## config.mk

```make
export PLATFORM = sky130hd
export DESIGN_NAME = booth_product_accumulator
export DESIGN_NICKNAME = d
export VERILOG_FILES = /design/src/rtl/booth_acc_pkg.sv /design/src/rtl/booth_acc_add.sv /design/src/rtl/booth_product_accumulator.sv
export SDC_FILE = /design/constraint.sdc
export NUM_CORES = 1
export LEC_CHECK = 0
export CAP_MARGIN = 15
export CORE_UTILIZATION = 51
export DETAILED_ROUTE_END_ITERATION = 7
export PLACE_DENSITY_LB_ADDON = 0.3
export REMOVE_ABC_BUFFERS = 1
export SYNTH_ARGS = -nofsm -noshare
export SYNTH_HDL_FRONTEND = slang
export SYNTH_HIERARCHICAL = 1
export SYNTH_SLANG_ARGS = --single-unit
```

## constraint.sdc

```tcl
create_clock -name clk -period 3.84 [get_ports clk]
set_input_delay 0.768 -clock clk [delete_from_list [all_inputs] [get_ports clk]]
set_output_delay 0.768 -clock clk [all_outputs]
set_load 0.02 [all_outputs]
```

## src/rtl/booth_acc_pkg.sv

```systemverilog
// booth_acc_pkg
// Shared definitions for the Booth product accumulator:
//   - state_t    : accumulator FSM states (IDLE, ACCUM, HOLD)
//   - BOOTH_PROD_W / BOOTH_ACC_W : default product and accumulator widths
//   - cnt_width()   : width of the per-block product counter for a given
//                     block length (must be able to hold BLOCK_LEN itself)
package booth_acc_pkg;

  typedef enum logic [1:0] {
    IDLE  = 2'd0,
    ACCUM = 2'd1,
    HOLD  = 2'd2
  } state_t;

  localparam int BOOTH_PROD_W = 8;
  localparam int BOOTH_ACC_W  = 16;

  // Counter width for a block of block_len products; at least one bit.
  function automatic int cnt_width(input int block_len);
    int w;
    w = $clog2(block_len + 1);
    return (w < 1) ? 1 : w;
  endfunction

endpackage

```

## src/rtl/booth_acc_add.sv

```systemverilog
// booth_acc_add
// Combinational sign-extend-and-add with signed overflow detection.
// Build option: BOOTH_ACC_SAT_EN
//   defined   : result clamps to the signed limits of ACC_W on overflow
//   undefined : result wraps modulo 2^ACC_W
// In both modes ovf reports that the raw addition overflowed.
// Ports:
//   acc    in  ACC_W   current accumulator value (two's complement)
//   prod   in  PROD_W  signed product to add
//   result out ACC_W   acc + sext(prod), wrapped or saturated
//   ovf    out 1       signed overflow on this addition
module booth_acc_add #(
  parameter int PROD_W = 8,
  parameter int ACC_W  = 16
) (
  input  logic [ACC_W-1:0]  acc,
  input  logic [PROD_W-1:0] prod,
  output logic [ACC_W-1:0]  result,
  output logic              ovf
);

  logic [ACC_W-1:0] prod_ext;
  logic [ACC_W-1:0] raw_sum;

  assign prod_ext[PROD_W-1:0] = prod;

  // Replicate the product sign bit across the upper accumulator bits.
  for (genvar gi = PROD_W; gi < ACC_W; gi++) begin : g_sext
    assign prod_ext[gi] = prod[PROD_W-1];
  end

  assign raw_sum = acc + prod_ext;

  // Same-sign operands producing an opposite-sign result.
  assign ovf = (acc[ACC_W-1] == prod_ext[ACC_W-1]) &&
               (raw_sum[ACC_W-1] != acc[ACC_W-1]);

`ifdef BOOTH_ACC_SAT_EN
  localparam logic [ACC_W-1:0] MAX_POS = {1'b0, {(ACC_W-1){1'b1}}};
  localparam logic [ACC_W-1:0] MIN_NEG = {1'b1, {(ACC_W-1){1'b0}}};

  // On overflow the operand sign tells which limit was crossed.
  always_comb begin
    result = raw_sum;
    if (ovf) begin
      result = acc[ACC_W-1] ? MIN_NEG : MAX_POS;
    end
  end
`else
  assign result = raw_sum;
`endif

endmodule

```

## src/rtl/booth_product_accumulator.sv

```systemverilog
// booth_product_accumulator
// Accumulates BLOCK_LEN consecutive signed products into an ACC_W-bit sum
// and presents each completed sum on a valid/ready port.
// Build option: BOOTH_ACC_SAT_EN selects saturating additions (see
// booth_acc_add); when undefined the additions wrap.
// Ports:
//   clk        in  1       clock, rising edge
//   rst        in  1       synchronous active-high reset
//   clr        in  1       synchronous abort of any partial/pending sum
//   prod_valid in  1       product present
//   prod       in  PROD_W  signed product
//   prod_ready out 1       product accepted this cycle (state decode only)
//   sum_valid  out 1       completed sum present
//   sum        out ACC_W   accumulated sum
//   sum_ovf    out 1       overflow/saturation occurred within this block
//   sum_ready  in  1       downstream takes the sum
module booth_product_accumulator
  import booth_acc_pkg::*;
#(
  parameter int PROD_W    = BOOTH_PROD_W,
  parameter int ACC_W     = BOOTH_ACC_W,
  parameter int BLOCK_LEN = 4
) (
  input  logic              clk,
  input  logic              rst,
  input  logic              clr,
  input  logic              prod_valid,
  input  logic [PROD_W-1:0] prod,
  output logic              prod_ready,
  output logic              sum_valid,
  output logic [ACC_W-1:0]  sum,
  output logic              sum_ovf,
  input  logic              sum_ready
);

  localparam int CNT_W = cnt_width(BLOCK_LEN);
  // Count value held just before the final product of a block is accepted.
  localparam logic [CNT_W-1:0] LAST_CNT = CNT_W'(BLOCK_LEN - 1);

  state_t             state_reg, state_next;
  logic [ACC_W-1:0]   acc_reg, acc_next;
  logic [CNT_W-1:0]   count_reg, count_next;
  logic [ACC_W-1:0]   sum_reg, sum_next;
  logic               sum_valid_reg, sum_valid_next;
  logic               sum_ovf_reg, sum_ovf_next;

  logic               accept;
  logic [ACC_W-1:0]   add_a;
  logic [ACC_W-1:0]   add_result;
  logic               add_ovf;

  assign prod_ready = (state_reg != HOLD);
  assign accept     = prod_valid && prod_ready;

  // The first product of a block starts from zero, so a stale accumulator
  // can never leak into the new block.
  assign add_a = (state_reg == IDLE) ? '0 : acc_reg;

  booth_acc_add #(
    .PROD_W (PROD_W),
    .ACC_W  (ACC_W)
  ) u_add (
    .acc    (add_a),
    .prod   (prod),
    .result (add_result),
    .ovf    (add_ovf)
  );

  always_comb begin
    state_next     = state_reg;
    acc_next       = acc_reg;
    count_next     = count_reg;
    sum_next       = sum_reg;
    sum_valid_next = sum_valid_reg;
    sum_ovf_next   = sum_ovf_reg;

    if (clr) begin
      state_next     = IDLE;
      acc_next       = '0;
      count_next     = '0;
      sum_valid_next = 1'b0;
      sum_ovf_next   = 1'b0;
    end else begin
      case (state_reg)
        IDLE: begin
          if (accept) begin
            acc_next     = add_result;
            count_next   = CNT_W'(1);
            // New block: the sticky flag restarts here.
            sum_ovf_next = add_ovf;
            if (BLOCK_LEN == 1) begin
              sum_next       = add_result;
              sum_valid_next = 1'b1;
              state_next     = HOLD;
            end else begin
              state_next = ACCUM;
            end
          end
        end
        ACCUM: begin
          if (accept) begin
            acc_next     = add_result;
            count_next   = count_reg + 1'b1;
            sum_ovf_next = sum_ovf_reg | add_ovf;
            if (count_reg == LAST_CNT) begin
              sum_next       = add_result;
              sum_valid_next = 1'b1;
              state_next     = HOLD;
            end
          end
        end
        HOLD: begin
          if (sum_ready) begin
            sum_valid_next = 1'b0;
            acc_next       = '0;
            count_next     = '0;
            state_next     = IDLE;
          end
        end
        default: begin
          state_next = IDLE;
        end
      endcase
    end
  end

  always_ff @(posedge clk) begin
    if (rst) begin
      state_reg     <= IDLE;
      acc_reg       <= '0;
      count_reg     <= '0;
      sum_reg       <= '0;
      sum_valid_reg <= 1'b0;
      sum_ovf_reg   <= 1'b0;
    end else begin
      state_reg     <= state_next;
      acc_reg       <= acc_next;
      count_reg     <= count_next;
      sum_reg       <= sum_next;
      sum_valid_reg <= sum_valid_next;
      sum_ovf_reg   <= sum_ovf_next;
    end
  end

  assign sum_valid = sum_valid_reg;
  assign sum       = sum_reg;
  assign sum_ovf   = sum_ovf_reg;

endmodule

```

==> flow_summary_export.csv <==
group,metric,value,unit
status,outcome,"finished with violations",
status,violations,"DRC",
yosys,netlist_area,2430,µm²
clocking,cts_hold_buf,0,
drt,dr_wl_met2,2.54,mm
critical_path,cp.depth,13,
critical_path,crit_chain,"inv_1 -> ha_1 -> nor2b_1 -> ha_1 -> fa_1 -> a21oi_1 -> o211ai_1 -> a21oi_1 -> o21ai_1 -> a21oi_1 -> xnor2_1 -> a22oi_1 -> nor2_1",
sta,drv_slew,0,
critical_path,rr_startpoint,"state_reg[1]$_SDFFE_PP0P_",
drt,drtAntennaViolNets,0,
die,pin_count,32,
critical_path,critPathKind,"reg -> reg",
yosys,avgSynthCellArea,8.17,µm²
yosys,synth_ff_type,"dfxtp_1",
sta,rsz0062_at_grt,"no",
critical_path,path_delay_family,"compound AO/OA/AOI/OAI gates",
sta,fin_crit_sh,84.9,%
place,place.port_buffers,31,
clocking,clock_path_buffers,2,
sta,max_freq,307,MHz
sta,finalSetupViolations,0,
critical_path,cp.required,4.07,ns
die,die_h,71.1,µm
global_route,grt_pass1_vias,2208,
die,die_w,71.1,µm
clocking,cts_resized,0,
critical_path,r2r_end,"acc_reg[14]$_SDFFE_PP0P_",
critical_path,worstPathArrival,3.49,ns
critical_path,crit_end,"acc_reg[14]$_SDFFE_PP0P_",
drt,highest_layer,"met4",
global_route,grt_pass1_wl,9.72,mm
drt,vias_per_cell,5.70,
die,rows,24,
power_and_ir_drop,total_power,899,µW
drt,dr.pass1.iters,6,
drt,wl_per_cell,14.3,µm
drt,drt_iter0_markers,117,
die,die_area,5050,µm²
finish,final_cells,378,
finish,design_area,2870,µm²
finish,drive_gt1_share,5.83,%
finish,num-nets-final,362,
critical_path,critical_path_buf_inv_count,1,
drt,drc_errors,5,
global_route,grt_max_degree,20,
power_and_ir_drop,power_density,314,nW/µm²
power_and_ir_drop,leakagePower,0.00111,µW
drt,met1_length,2.53,mm
die,initial_core_util,54.4,%
yosys,synthArstFlopShare,0,%
yosys,ys_types,45,
critical_path,crit_top_cell,"a21oi_1",
yosys,synth_edf_count,0,
die,coreArea,4470,µm²
yosys,synth_seq_area_share,32.1,%
clocking,clkLatencyLatePin,0.30,ns
drt,routed_wirelength,5.42,mm
yosys,ys.warnings.count,6,
critical_path,endpoint_kind,"flip-flop",
sta,relSlewSlack,45.4,%
finish,antennaDiodeCount,0,
clocking,cts_made_buffers,5,
drt,vias,2155,
place,dpl.cell_count,370,
yosys,syn_inst,298,
power_and_ir_drop,ir_drop,0.187,mV
drt,dr_wl_met3,296,µm
critical_path,crit_start,"state_reg[1]$_SDFFE_PP0P_",
sta,worst_pin_slew,0.819,ns
sta,hold_viol,0,
critical_path,ff2ff_path_depth,13,
global_route,grt-ovfl-total,0,
clocking,cts.reportedPaths.clkPinSlew,0.09,ns
critical_path,slowest_delay,0.48,ns
run,drv_cap,0,
critical_path,r2r_slack,0.58,ns
yosys,ys_ff_latch,39,
sta,period_minus_slack,3.26,ns
sta,tns,0,ns
place,dpl.hpwl,3.80,mm
clocking,clkSinkCount,39,
finish,areaGrowthSynthToFinish,17.8,%
clocking,cts.htree.levels,2,
place,dpl_cell_area,2760,µm²
clocking,post-cts-setup-buffers,0,
sta,fin_skew,0.00993,ns
critical_path,slowest_stage,"ha_1",
critical_path,crit_path_max_fanout,12,
global_route,grt_use_total,24.0,%
global_route,antenna_found_initial,0,
place,gp_congestion,0.866,
clocking,cts_tree,"built",
clocking,clockRootBuffer,"clkbuf_8",
critical_path,crit_path_start_kind,"flip-flop",
worst_hold_path,hold_class,"reg -> reg",
metrics by stage:
step / utilization [%] / hold WS, ns / setup slack [ns]
after floorplan: - / 0.435 / 0.971
after global placement: 61.6 / 0.441 / 0.455
after detailed placement: 61.6 / 0.445 / 0.358
after CTS: 64.1 / 0.458 / 0.621
after global routing: 64.1 / 0.481 / 0.302
final: 64.1 / 0.456 / 0.578
report_power, final:
part / internal [µW] / switching, µW
Sequential: 412 / 4.57
Combinational: 55.4 / 76.2
Clock: 194 / 157
logic make-up after synthesis:
| family | count (synthesis) | synth area share [%] |
|---|---|---|
| compound gates | 82 | 22.2 |
| xor+xnor | 15 | 5.40 |
| fa+ha+maj | 24 | 12.6 |
| buf+inv | 22 | 4.22 |
| flops | 39 | 32.1 |
| mux | 3 | 1.23 |
| simple gates | 113 | 22.2 |
Yosys cell counts (2+ instances only):
cell type,instances,area share [%]
o21ai_0,4,0.82
o21ai_1,4,0.82
nor2b_1,20,5.1
a21oi_2,3,1.1
nand3_1,3,0.62
o21bai_1,3,0.93
or3_1,2,0.51
o31ai_1,2,0.62
a21o_1,5,1.5
o211ai_1,3,0.93
clkbuf_1,3,0.46
xnor2_1,9,3.2
nand4_1,3,0.77
nand2b_1,2,0.51
xor2_1,6,2.2
or2_2,2,0.51
dfxtp_1,39,32
nor3_1,5,1.0
nand2_1,47,7.2
inv_1,9,1.4
a31oi_1,3,0.77
ha_1,23,12
a22oi_1,16,4.9
nor2_1,24,3.7
a21oi_1,31,6.4
mux2i_1,3,1.2
buf_2,6,1.2
per-layer routing:
metal	vias up	GRT usage, %
met3	6	4.84
met1	998	29.9
met5	-	0
li1	1094	-
met2	57	41.5
met4	0	8.00
layout by cell type (no fill, tap or decap), types with 4 or more instances in the layout:
cell and n:
a21o_1 5, a21oi_1 31, a22oi_1 16, clkbuf_8 5, clkdlybuf4s50_1 31, dfxtp_1 39
ha_1 23, inv_1 9, nand2_1 47, nor2_1 24, nor2b_1 20, nor3_1 5
o21ai_0 4, o21ai_1 4, xnor2_1 9, xor2_1 6
worst reg2reg max path, cell delays in order, from the launching register on:
cell	delay (ns)
dfxtp_1	0.37
inv_1	0.14
ha_1	0.48
nor2b_1	0.10
ha_1	0.23
fa_1	0.40
a21oi_1	0.28
o211ai_1	0.13
a21oi_1	0.31
o21ai_1	0.11
a21oi_1	0.22
xnor2_1	0.18
a22oi_1	0.12
nor2_1	0.11
worst min path at each step:
| stage | slack [ns] | end | from | cells after the start |
|---|---|---|---|---|
| 2_1_floorplan | 0.43 | count_reg[2]$_SDFFE_PP0P_ | count_reg[2]$_SDFFE_PP0P_ | 2 |
| 3_3_place_gp | 0.44 | sum[4]$_SDFFE_PP0P_ | sum[4]$_SDFFE_PP0P_ | 2 |
| 3_5_place_dp | 0.45 | sum[4]$_SDFFE_PP0P_ | sum[4]$_SDFFE_PP0P_ | 2 |
| 4_1_cts | 0.46 | sum[4]$_SDFFE_PP0P_ | sum[4]$_SDFFE_PP0P_ | 2 |
| 5_1_grt | 0.48 | sum[5]$_SDFFE_PP0P_ | sum[5]$_SDFFE_PP0P_ | 2 |
| 6_report | 0.46 | sum[5]$_SDFFE_PP0P_ | sum[5]$_SDFFE_PP0P_ | 2 |
area by class of cell:
| type | count | area, µm² |
|---|---|---|
| clock inverters | 3 | 43.8 |
| multi-input cells | 237 | 1550 |
| fillers | 401 | 1610 |
| well taps | 52 | 65.1 |
| clock buffers | 5 | 68.8 |
| inverters | 9 | 33.8 |
| repair buffers | 33 | 325 |
| flip-flops and latches | 39 | 781 |
Note: power is estimated with default switching activity, not from simulation.
